## config.mk

```make
export PLATFORM = sky130hd
export DESIGN_NAME = write_back_stage_flat
export DESIGN_NICKNAME = d
export VERILOG_FILES = /design/src/rtl/write_back_stage_if.sv /design/src/rtl/write_back_stage.sv /design/src/flat_wrapper.sv
export SDC_FILE = /design/constraint.sdc
export NUM_CORES = 1
export LEC_CHECK = 0
export CORE_MARGIN = 2
export CORE_UTILIZATION = 39
export CTS_CLUSTER_DIAMETER = 50
export DETAILED_ROUTE_END_ITERATION = 10
export GPL_TIMING_DRIVEN = 0
export PLACE_DENSITY = 0.76
export REMOVE_ABC_BUFFERS = 1
export SYNTH_ARGS = -nofsm -noshare
export SYNTH_HDL_FRONTEND = slang
export SYNTH_SLANG_ARGS = --single-unit
```

## constraint.sdc

```tcl
create_clock -name clk -period 2.22 [get_ports clk]
set_input_delay 0.444 -clock clk [delete_from_list [all_inputs] [get_ports clk]]
set_output_delay 0.444 -clock clk [all_outputs]
set_load 0.01 [all_outputs]
```

## src/rtl/write_back_stage_if.sv

```systemverilog
// Write-back stage port bundle: upstream result/instruction, memory response,
// register-file write port and load error pulse. The instret counter output is
// present only when WB_INSTRET_EN is defined.
interface write_back_stage_if #(
  parameter int XLEN = 32
) ();
  // upstream handshake and operands
  logic            in_valid;
  logic            in_ready;
  logic [1:0]      in_sel;
  logic [XLEN-1:0] in_alu;
  logic [XLEN-1:0] in_pc;
  logic [XLEN-1:0] in_imm;
  logic [4:0]      in_rd;
  logic            in_rd_we;
  logic [2:0]      in_ld_funct3;
  logic [1:0]      in_ld_addr_lo;
  // memory read response
  logic            mem_rsp_valid;
  logic [XLEN-1:0] mem_rsp_data;
  // register-file write port and status
  logic            rf_we;
  logic [4:0]      rf_waddr;
  logic [XLEN-1:0] rf_wdata;
  logic            ld_err;
`ifdef WB_INSTRET_EN
  logic [63:0]     instret;
`endif

  // master: the memory stage / environment that feeds the write-back stage
  modport master (
    output in_valid, in_sel, in_alu, in_pc, in_imm, in_rd, in_rd_we,
    output in_ld_funct3, in_ld_addr_lo, mem_rsp_valid, mem_rsp_data,
    input  in_ready, rf_we, rf_waddr, rf_wdata, ld_err
`ifdef WB_INSTRET_EN
    , input instret
`endif
  );

  // slave: the write-back stage itself
  modport slave (
    input  in_valid, in_sel, in_alu, in_pc, in_imm, in_rd, in_rd_we,
    input  in_ld_funct3, in_ld_addr_lo, mem_rsp_valid, mem_rsp_data,
    output in_ready, rf_we, rf_waddr, rf_wdata, ld_err
`ifdef WB_INSTRET_EN
    , output instret
`endif
  );
endinterface

```

## src/rtl/write_back_stage.sv

```systemverilog
// Registered RV32/RV64 write-back stage: result select, load align/extend, wait on memory.
// Latency: rf write one cycle after accept (non-load) or after the completing mem response (load).
// Backpressure: in_ready low while a load waits in WAIT_MEM. Optional macro: WB_INSTRET_EN adds instret.
module write_back_stage #(
  parameter int          XLEN   = 32,
  parameter int unsigned PC_INC = 4
) (
  input  logic              clk,
  input  logic              rst,
  write_back_stage_if.slave wb
);

  localparam logic [XLEN-1:0] LP_PC_INC = XLEN'(PC_INC);

  typedef enum logic [0:0] {
    ST_IDLE     = 1'b0,
    ST_WAIT_MEM = 1'b1
  } state_t;

  state_t          r_state;
  state_t          w_state_nxt;

  // fields of a load parked while waiting for its memory response
  logic [4:0]      r_pend_rd;
  logic            r_pend_rd_we;
  logic [2:0]      r_pend_f3;
  logic [1:0]      r_pend_lo;

  // registered write-port outputs
  logic            r_rf_we;
  logic [4:0]      r_rf_waddr;
  logic [XLEN-1:0] r_rf_wdata;
  logic            r_ld_err;

  logic            w_in_ready;
  logic            w_accept;
  logic            w_done;
  logic            w_is_load;
  logic            w_latch;
  logic [4:0]      w_rd;
  logic            w_rd_we;
  logic [2:0]      w_ld_f3;
  logic [1:0]      w_ld_lo;
  logic [XLEN:0]   w_ld_res;
  logic            w_ld_bad;
  logic [XLEN-1:0] w_ld_val;
  logic [XLEN-1:0] w_src_val;
  logic [XLEN-1:0] w_result;
  logic            w_err;
  logic            w_retire;
  logic            w_wr;

  // Align and extend load data. Returns {error, value}. Byte lane is addr_lo,
  // half lane is addr_lo[1]; word/doubleword forms need addr_lo == 00 and the
  // 64-bit-only forms are illegal on a 32-bit datapath.
  function automatic logic [XLEN:0] f_load(
    input logic [2:0]      f3,
    input logic [1:0]      lo,
    input logic [XLEN-1:0] d
  );
    logic [31:0]     w;
    logic [7:0]      b;
    logic [15:0]     h;
    logic            err;
    logic [XLEN-1:0] val;
    w   = d[31:0];
    b   = w[{lo, 3'b000} +: 8];
    h   = lo[1] ? w[31:16] : w[15:0];
    err = 1'b0;
    val = '0;
    case (f3)
      3'b000: val = XLEN'($signed(b));
      3'b100: val = XLEN'(b);
      3'b001: begin err = lo[0]; val = XLEN'($signed(h)); end
      3'b101: begin err = lo[0]; val = XLEN'(h); end
      3'b010: begin err = (lo != 2'b00); val = XLEN'($signed(w)); end
      3'b110: begin err = (XLEN != 64) || (lo != 2'b00); val = XLEN'(w); end
      3'b011: begin err = (XLEN != 64) || (lo != 2'b00); val = d; end
      default: err = 1'b1;
    endcase
    return {err, val};
  endfunction

  assign w_in_ready = (r_state == ST_IDLE);
  assign w_accept   = wb.in_valid && w_in_ready;

  // Next state and completion decode; a same-cycle memory response lets a
  // load finish straight from IDLE without visiting WAIT_MEM.
  always_comb begin
    w_state_nxt = r_state;
    w_done      = 1'b0;
    w_is_load   = 1'b0;
    w_latch     = 1'b0;
    case (r_state)
      ST_IDLE: begin
        if (w_accept) begin
          if (wb.in_sel != 2'b00) begin
            w_done = 1'b1;
          end else if (wb.mem_rsp_valid) begin
            w_done    = 1'b1;
            w_is_load = 1'b1;
          end else begin
            w_latch     = 1'b1;
            w_state_nxt = ST_WAIT_MEM;
          end
        end
      end
      ST_WAIT_MEM: begin
        if (wb.mem_rsp_valid) begin
          w_done      = 1'b1;
          w_is_load   = 1'b1;
          w_state_nxt = ST_IDLE;
        end
      end
      default: w_state_nxt = ST_IDLE;
    endcase
  end

  // In WAIT_MEM the completing load uses its parked fields, otherwise the live inputs.
  always_comb begin
    if (r_state == ST_WAIT_MEM) begin
      w_rd    = r_pend_rd;
      w_rd_we = r_pend_rd_we;
      w_ld_f3 = r_pend_f3;
      w_ld_lo = r_pend_lo;
    end else begin
      w_rd    = wb.in_rd;
      w_rd_we = wb.in_rd_we;
      w_ld_f3 = wb.in_ld_funct3;
      w_ld_lo = wb.in_ld_addr_lo;
    end
  end

  assign w_ld_res = f_load(w_ld_f3, w_ld_lo, wb.mem_rsp_data);
  assign w_ld_bad = w_ld_res[XLEN];
  assign w_ld_val = w_ld_res[XLEN-1:0];

  // Non-load result source; the PC link value wraps naturally at XLEN bits.
  always_comb begin
    w_src_val = wb.in_alu;
    case (wb.in_sel)
      2'b10:   w_src_val = wb.in_pc + LP_PC_INC;
      2'b11:   w_src_val = wb.in_imm;
      default: w_src_val = wb.in_alu;
    endcase
  end

  assign w_result = w_is_load ? w_ld_val : w_src_val;
  assign w_err    = w_done && w_is_load && w_ld_bad;
  assign w_retire = w_done && !w_err;
  // x0 and rd_we=0 instructions retire but never strobe the register file
  assign w_wr     = w_retire && w_rd_we && (w_rd != 5'd0);

  // State register.
  always_ff @(posedge clk) begin
    if (rst) r_state <= ST_IDLE;
    else     r_state <= w_state_nxt;
  end

  // Park the load fields when entering WAIT_MEM.
  always_ff @(posedge clk) begin
    if (rst) begin
      r_pend_rd    <= 5'd0;
      r_pend_rd_we <= 1'b0;
      r_pend_f3    <= 3'd0;
      r_pend_lo    <= 2'd0;
    end else if (w_latch) begin
      r_pend_rd    <= wb.in_rd;
      r_pend_rd_we <= wb.in_rd_we;
      r_pend_f3    <= wb.in_ld_funct3;
      r_pend_lo    <= wb.in_ld_addr_lo;
    end
  end

  // Write-port outputs: strobes pulse for one cycle, address/data hold between writes.
  always_ff @(posedge clk) begin
    if (rst) begin
      r_rf_we    <= 1'b0;
      r_ld_err   <= 1'b0;
      r_rf_waddr <= 5'd0;
      r_rf_wdata <= '0;
    end else begin
      r_rf_we  <= w_wr;
      r_ld_err <= w_err;
      if (w_wr) begin
        r_rf_waddr <= w_rd;
        r_rf_wdata <= w_result;
      end
    end
  end

`ifdef WB_INSTRET_EN
  logic [63:0] r_instret;

  // Retired-instruction counter, advancing in the same slot as the write strobe.
  always_ff @(posedge clk) begin
    if (rst)           r_instret <= 64'd0;
    else if (w_retire) r_instret <= r_instret + 64'd1;
  end

  assign wb.instret = r_instret;
`endif

  assign wb.in_ready = w_in_ready;
  assign wb.rf_we    = r_rf_we;
  assign wb.rf_waddr = r_rf_waddr;
  assign wb.rf_wdata = r_rf_wdata;
  assign wb.ld_err   = r_ld_err;

  // A write strobe and a load error can never be reported in the same cycle.
  a_we_err_excl: assert property (@(posedge clk) disable iff (rst) !(r_rf_we && r_ld_err));

endmodule

```

## src/flat_wrapper.sv

```systemverilog
// flat-port wrapper written by rule: the top's interface ports become plain ports
module write_back_stage_flat 
#(
  parameter int          XLEN   = 32,
  parameter int unsigned PC_INC = 4
)
  (clk, rst, wb_in_valid, wb_in_sel, wb_in_alu, wb_in_pc, wb_in_imm, wb_in_rd, wb_in_rd_we, wb_in_ld_funct3, wb_in_ld_addr_lo, wb_mem_rsp_valid, wb_mem_rsp_data, wb_in_ready, wb_rf_we, wb_rf_waddr, wb_rf_wdata, wb_ld_err);
  write_back_stage_if #(.XLEN(XLEN)) wb_i ();
  input  logic clk;
  input  logic rst;
  input wire logic [$bits(wb_i.in_valid)-1:0] wb_in_valid;
  input wire logic [$bits(wb_i.in_sel)-1:0] wb_in_sel;
  input wire logic [$bits(wb_i.in_alu)-1:0] wb_in_alu;
  input wire logic [$bits(wb_i.in_pc)-1:0] wb_in_pc;
  input wire logic [$bits(wb_i.in_imm)-1:0] wb_in_imm;
  input wire logic [$bits(wb_i.in_rd)-1:0] wb_in_rd;
  input wire logic [$bits(wb_i.in_rd_we)-1:0] wb_in_rd_we;
  input wire logic [$bits(wb_i.in_ld_funct3)-1:0] wb_in_ld_funct3;
  input wire logic [$bits(wb_i.in_ld_addr_lo)-1:0] wb_in_ld_addr_lo;
  input wire logic [$bits(wb_i.mem_rsp_valid)-1:0] wb_mem_rsp_valid;
  input wire logic [$bits(wb_i.mem_rsp_data)-1:0] wb_mem_rsp_data;
  output wire logic [$bits(wb_i.in_ready)-1:0] wb_in_ready;
  output wire logic [$bits(wb_i.rf_we)-1:0] wb_rf_we;
  output wire logic [$bits(wb_i.rf_waddr)-1:0] wb_rf_waddr;
  output wire logic [$bits(wb_i.rf_wdata)-1:0] wb_rf_wdata;
  output wire logic [$bits(wb_i.ld_err)-1:0] wb_ld_err;
  assign wb_i.in_valid = wb_in_valid;
  assign wb_i.in_sel = wb_in_sel;
  assign wb_i.in_alu = wb_in_alu;
  assign wb_i.in_pc = wb_in_pc;
  assign wb_i.in_imm = wb_in_imm;
  assign wb_i.in_rd = wb_in_rd;
  assign wb_i.in_rd_we = wb_in_rd_we;
  assign wb_i.in_ld_funct3 = wb_in_ld_funct3;
  assign wb_i.in_ld_addr_lo = wb_in_ld_addr_lo;
  assign wb_i.mem_rsp_valid = wb_mem_rsp_valid;
  assign wb_i.mem_rsp_data = wb_mem_rsp_data;
  assign wb_in_ready = wb_i.in_ready;
  assign wb_rf_we = wb_i.rf_we;
  assign wb_rf_waddr = wb_i.rf_waddr;
  assign wb_rf_wdata = wb_i.rf_wdata;
  assign wb_ld_err = wb_i.ld_err;
  write_back_stage #(.XLEN(XLEN), .PC_INC(PC_INC)) u_core (.clk(clk), .rst(rst), .wb(wb_i));
endmodule
```

==> impl_metrics.tcl, run 1 <==
set metrics [dict create \
    ir_drop_mv 0.300 \
    power_frac_seq_pct 37.4 \
    die-width_um 107 \
    grt_use_met2_pct 52.2 \
    netlist_top_cells_count "75 x nor2_1, 56 x nand2_1, 51 x dfxtp_1" \
    grtUsageTotal_pct 30.8 \
    fmax_mhz 444 \
    cts_tree "done" \
    start_kind "primary input" \
    grt_pass1_wl_um 27500 \
    drt-initial-drc-count 514 \
    met3_usage_pct 5.51 \
    rsz0062_at_grt "yes" \
    syn2layout_area_growth_pct 66.9 \
    htreeDepth 2 \
    grt-ovfl-total 0 \
    critPathRequiredTime_ns 2.43 \
    clk_latency_ns 0.32 \
    drc_errors 0 \
    drt_first_pass_iters 5 \
    reg2reg_depth 8 \
    hold_viol 0 \
    pwr-share-clk_pct 21.8 \
    place.gp.congestion 0.903 \
    p_int_mw 1.76 \
    layout_setup_ws_ns -0.0334 \
    violations "setup timing" \
    die_y_um 107 \
    final.setup.tns_ns -0.221 \
    start_util_pct 40.2 \
    placed_area_um2 6040 \
    std_cell_rows 37 \
    syn-cell-area_um2 4170 \
    dp_cells 846 \
    synth.area.top_cells "dfxtp_1 24%, nor2_1 6.7%, mux2i_1 6.0%, a21oi_1 5.0%, nand2_1 5.0%" \
    hold_depth 2 \
    ys_seq_area_share_pct 24.5 \
    max_slew_margin_pct 46.2 \
    synth_flop_cell "dfxtp_1" \
    post-synth-top-count-cell "nor2_1" \
    synth_edf_count 0 \
    dp_slack_ns -2.64 \
    crit_path_end_kind "register" \
    yosysTopAreaCell "dfxtp_1" \
    min_to "u_core.wb.rf_waddr[3]" \
    fin_cells 901 \
    cts_buffer_depth 2 \
    vias 5547 \
    slew_viol_final 0 \
    cts-buffers-inserted 5 \
    final_nets 908 \
    ys_types 62 \
    wl_per_cell_um 20.7 \
    yosys_register_bits 51 \
    fill_cells 878 \
    timing.reg2reg.setup_slack_ns -0.03 \
    hold_ws_ns 0.325 \
    worstSetupPathType "in2reg" \
    antenna_found_initial 2 \
    synth_top_area_share_pct 24.5 \
    async_flop_share_pct 0 \
    grt_max_degree 51 \
    place_hpwl_um 12200 \
    synth_warnings 0 \
    power.leakage_nw 2.53 \
    busiest_layer "met2" \
    status "finished with violations" \
    r2r-start "u_core.r_state" \
    syn_inst 567 \
    ios 185 \
    finalSetupViolations 10 \
    hold_path.class "in2reg" \
    crit_fanout 5 \
    cp.arrival_ns 2.46 \
    wirelength_um 18700 \
    antenna_left 0 \
    tightest_slew_ns 0.805 \
    p_sw_share_pct 34.4 \
    coreArea_um2 10400 \
    power.switching_uw 924 \
    clk_pin_slew_ns 0.11 \
    grt_use_met1_pct 38.6 \
    drv_cap 0 \
    cts_sinks 51 \
    grt_pass1_vias 5186 \
    io_buffers 184 \
    min_from "rst" \
    finalCritPeriodShare_pct 102 \
    clockRootBuffer "clkbuf_8" \
    viasPerCell 6.16 \
    finClkSkew_ns 0.00838 \
    rr_endpoint "u_core.wb.rf_wdata[24]" \
    fin_crit_ns 2.25 \
    power_density_nw_per_um2 386 \
    synth_area_per_cell_um2 7.36 \
    dieArea_um2 11500 \
    pwr-share-comb_pct 40.7 \
    drive_above_1_share_pct 19.0 \
    final_area_um2 6960 \
]
final cells by class:
type	instances	area, um^2	area share [%]
well taps	136	170	2.44
clock inverters	3	20.0	0.288
flip-flops and latches	51	1030	14.7
diodes	2	5.00	0.0719
clock buffers	5	68.8	0.988
inverters	8	30.0	0.431
multi-input cells	469	3430	49.2
repair buffers	227	2210	31.8
critical path, cell delays in order:
cell             delay (ns)
clkdlybuf4s15_1        0.27
mux2_4                 0.34
mux4_2                 0.48
a32oi_4                0.31
clkbuf_16              0.23
nor2_2                 0.05
nor2_4                 0.20
a311oi_1               0.12
flip-flops by register name, indices dropped and copies added, names as in the netlist:
register / flops
u_core.wb.rf_wdata: 32
u_core.r_pend_rd: 5
u_core.wb.rf_waddr: 5
u_core.r_pend_f3: 3
u_core.r_pend_lo: 2
u_core.r_pend_rd_we: 1
u_core.r_state: 1
u_core.wb.ld_err: 1
u_core.wb.rf_we: 1
metal layers:
metal  part of all wire [%]  vias to the layer above
met5                      0                        -
met4                    3.8                        0
met3                     10                       67
met2                     47                      375
met1                     39                     2615
li1                       -                     2490
layout by cell type (no fill, tap or decap), drive strengths merged, types with 5 or more instances in the layout:
cell type	n
nand3b	5
o211ai	6
nor2b	19
nand2b	6
a21oi	47
nand2	56
mux2i	26
a211oi	15
o21ai	20
a311oi	9
nor2	75
a221oi	8
xor2	17
and2	6
nor3b	5
mux2	7
xnor2	5
and3	5
clkdlybuf4s50	160
clkbuf	7
nor4	9
nand4	9
inv	8
dfxtp	51
buf	44
nand3	21
a2111oi	11
nor3	31
a31oi	7
dlygate4sd2	17
timing repair:
item	4_1_cts	5_1_grt
endpoints found under the setup margin	52	32
gates cloned	5	1
setup buffers	20	19
hold buffers	0	0
pin swaps	14	29
gates resized for setup	91	41
hold endpoints to repair	0	0
worst max-delay path by stage:
stage / from / endpoint / cells after the start
5_1_grt: u_core.r_state / u_core.wb.rf_wdata[30] / 8
3_5_place_dp: wb_in_sel[0] / u_core.wb.rf_wdata[24] / 7
2_1_floorplan: u_core.r_state / u_core.wb.rf_wdata[5] / 6
6_report: wb_in_ld_addr_lo[1] / u_core.wb.rf_wdata[24] / 8
4_1_cts: u_core.r_state / u_core.wb.rf_wdata[19] / 7
3_3_place_gp: wb_in_sel[1] / u_core.wb.rf_wdata[5] / 7
stage by stage:
stage / total power [mW] / util (%)
floorplan: 1.40 / -
global placement: 1.93 / 57.8
detailed placement: 1.95 / 58.2
CTS: 2.58 / 63.5
global route: 2.80 / 67.1
finish: 2.69 / 67.1
power by group through the flow:
stage                     Combinational, mW  Clock (mW)  Sequential (mW)
after floorplan                       0.357           0             1.05
after global placement                0.908           0             1.03
after detailed placement              0.925           0             1.03
after CTS                             0.999       0.576             1.00
after global routing                   1.16       0.629             1.01
final                                  1.09       0.587             1.01
cells by family (layout without fill, tap and decap cells):
group | after synthesis | in the layout | share of synthesized area (%)
simple gates | 258 | 261 | 30.3
compound gates | 149 | 151 | 26.1
buf+inv | 52 | 243 | 5.37
flops | 51 | 51 | 24.5
mux | 34 | 34 | 8.85
xor+xnor | 22 | 22 | 4.62
fa+ha+maj | 1 | 1 | 0.300
other cells | 0 | 2 | 0
Power figures use the tool's default switching activity.
==> run 2, diff against run 1 <==
CAP_MARGIN = 5   (was unset)
CTS_CLUSTER_SIZE = 14   (was unset)
==> results of run 2 <==
No change in the layout: final DEF, timing and power equal those of run 1.
==> run 3, diff against run 2 <==
CTS_BUF_LIST = sky130_fd_sc_hd__clkbuf_4 sky130_fd_sc_hd__clkbuf_8 sky130_fd_sc_hd__clkbuf_16   (was unset)
==> results of run 3 <==
No change in the layout: final DEF, timing and power equal those of run 1.
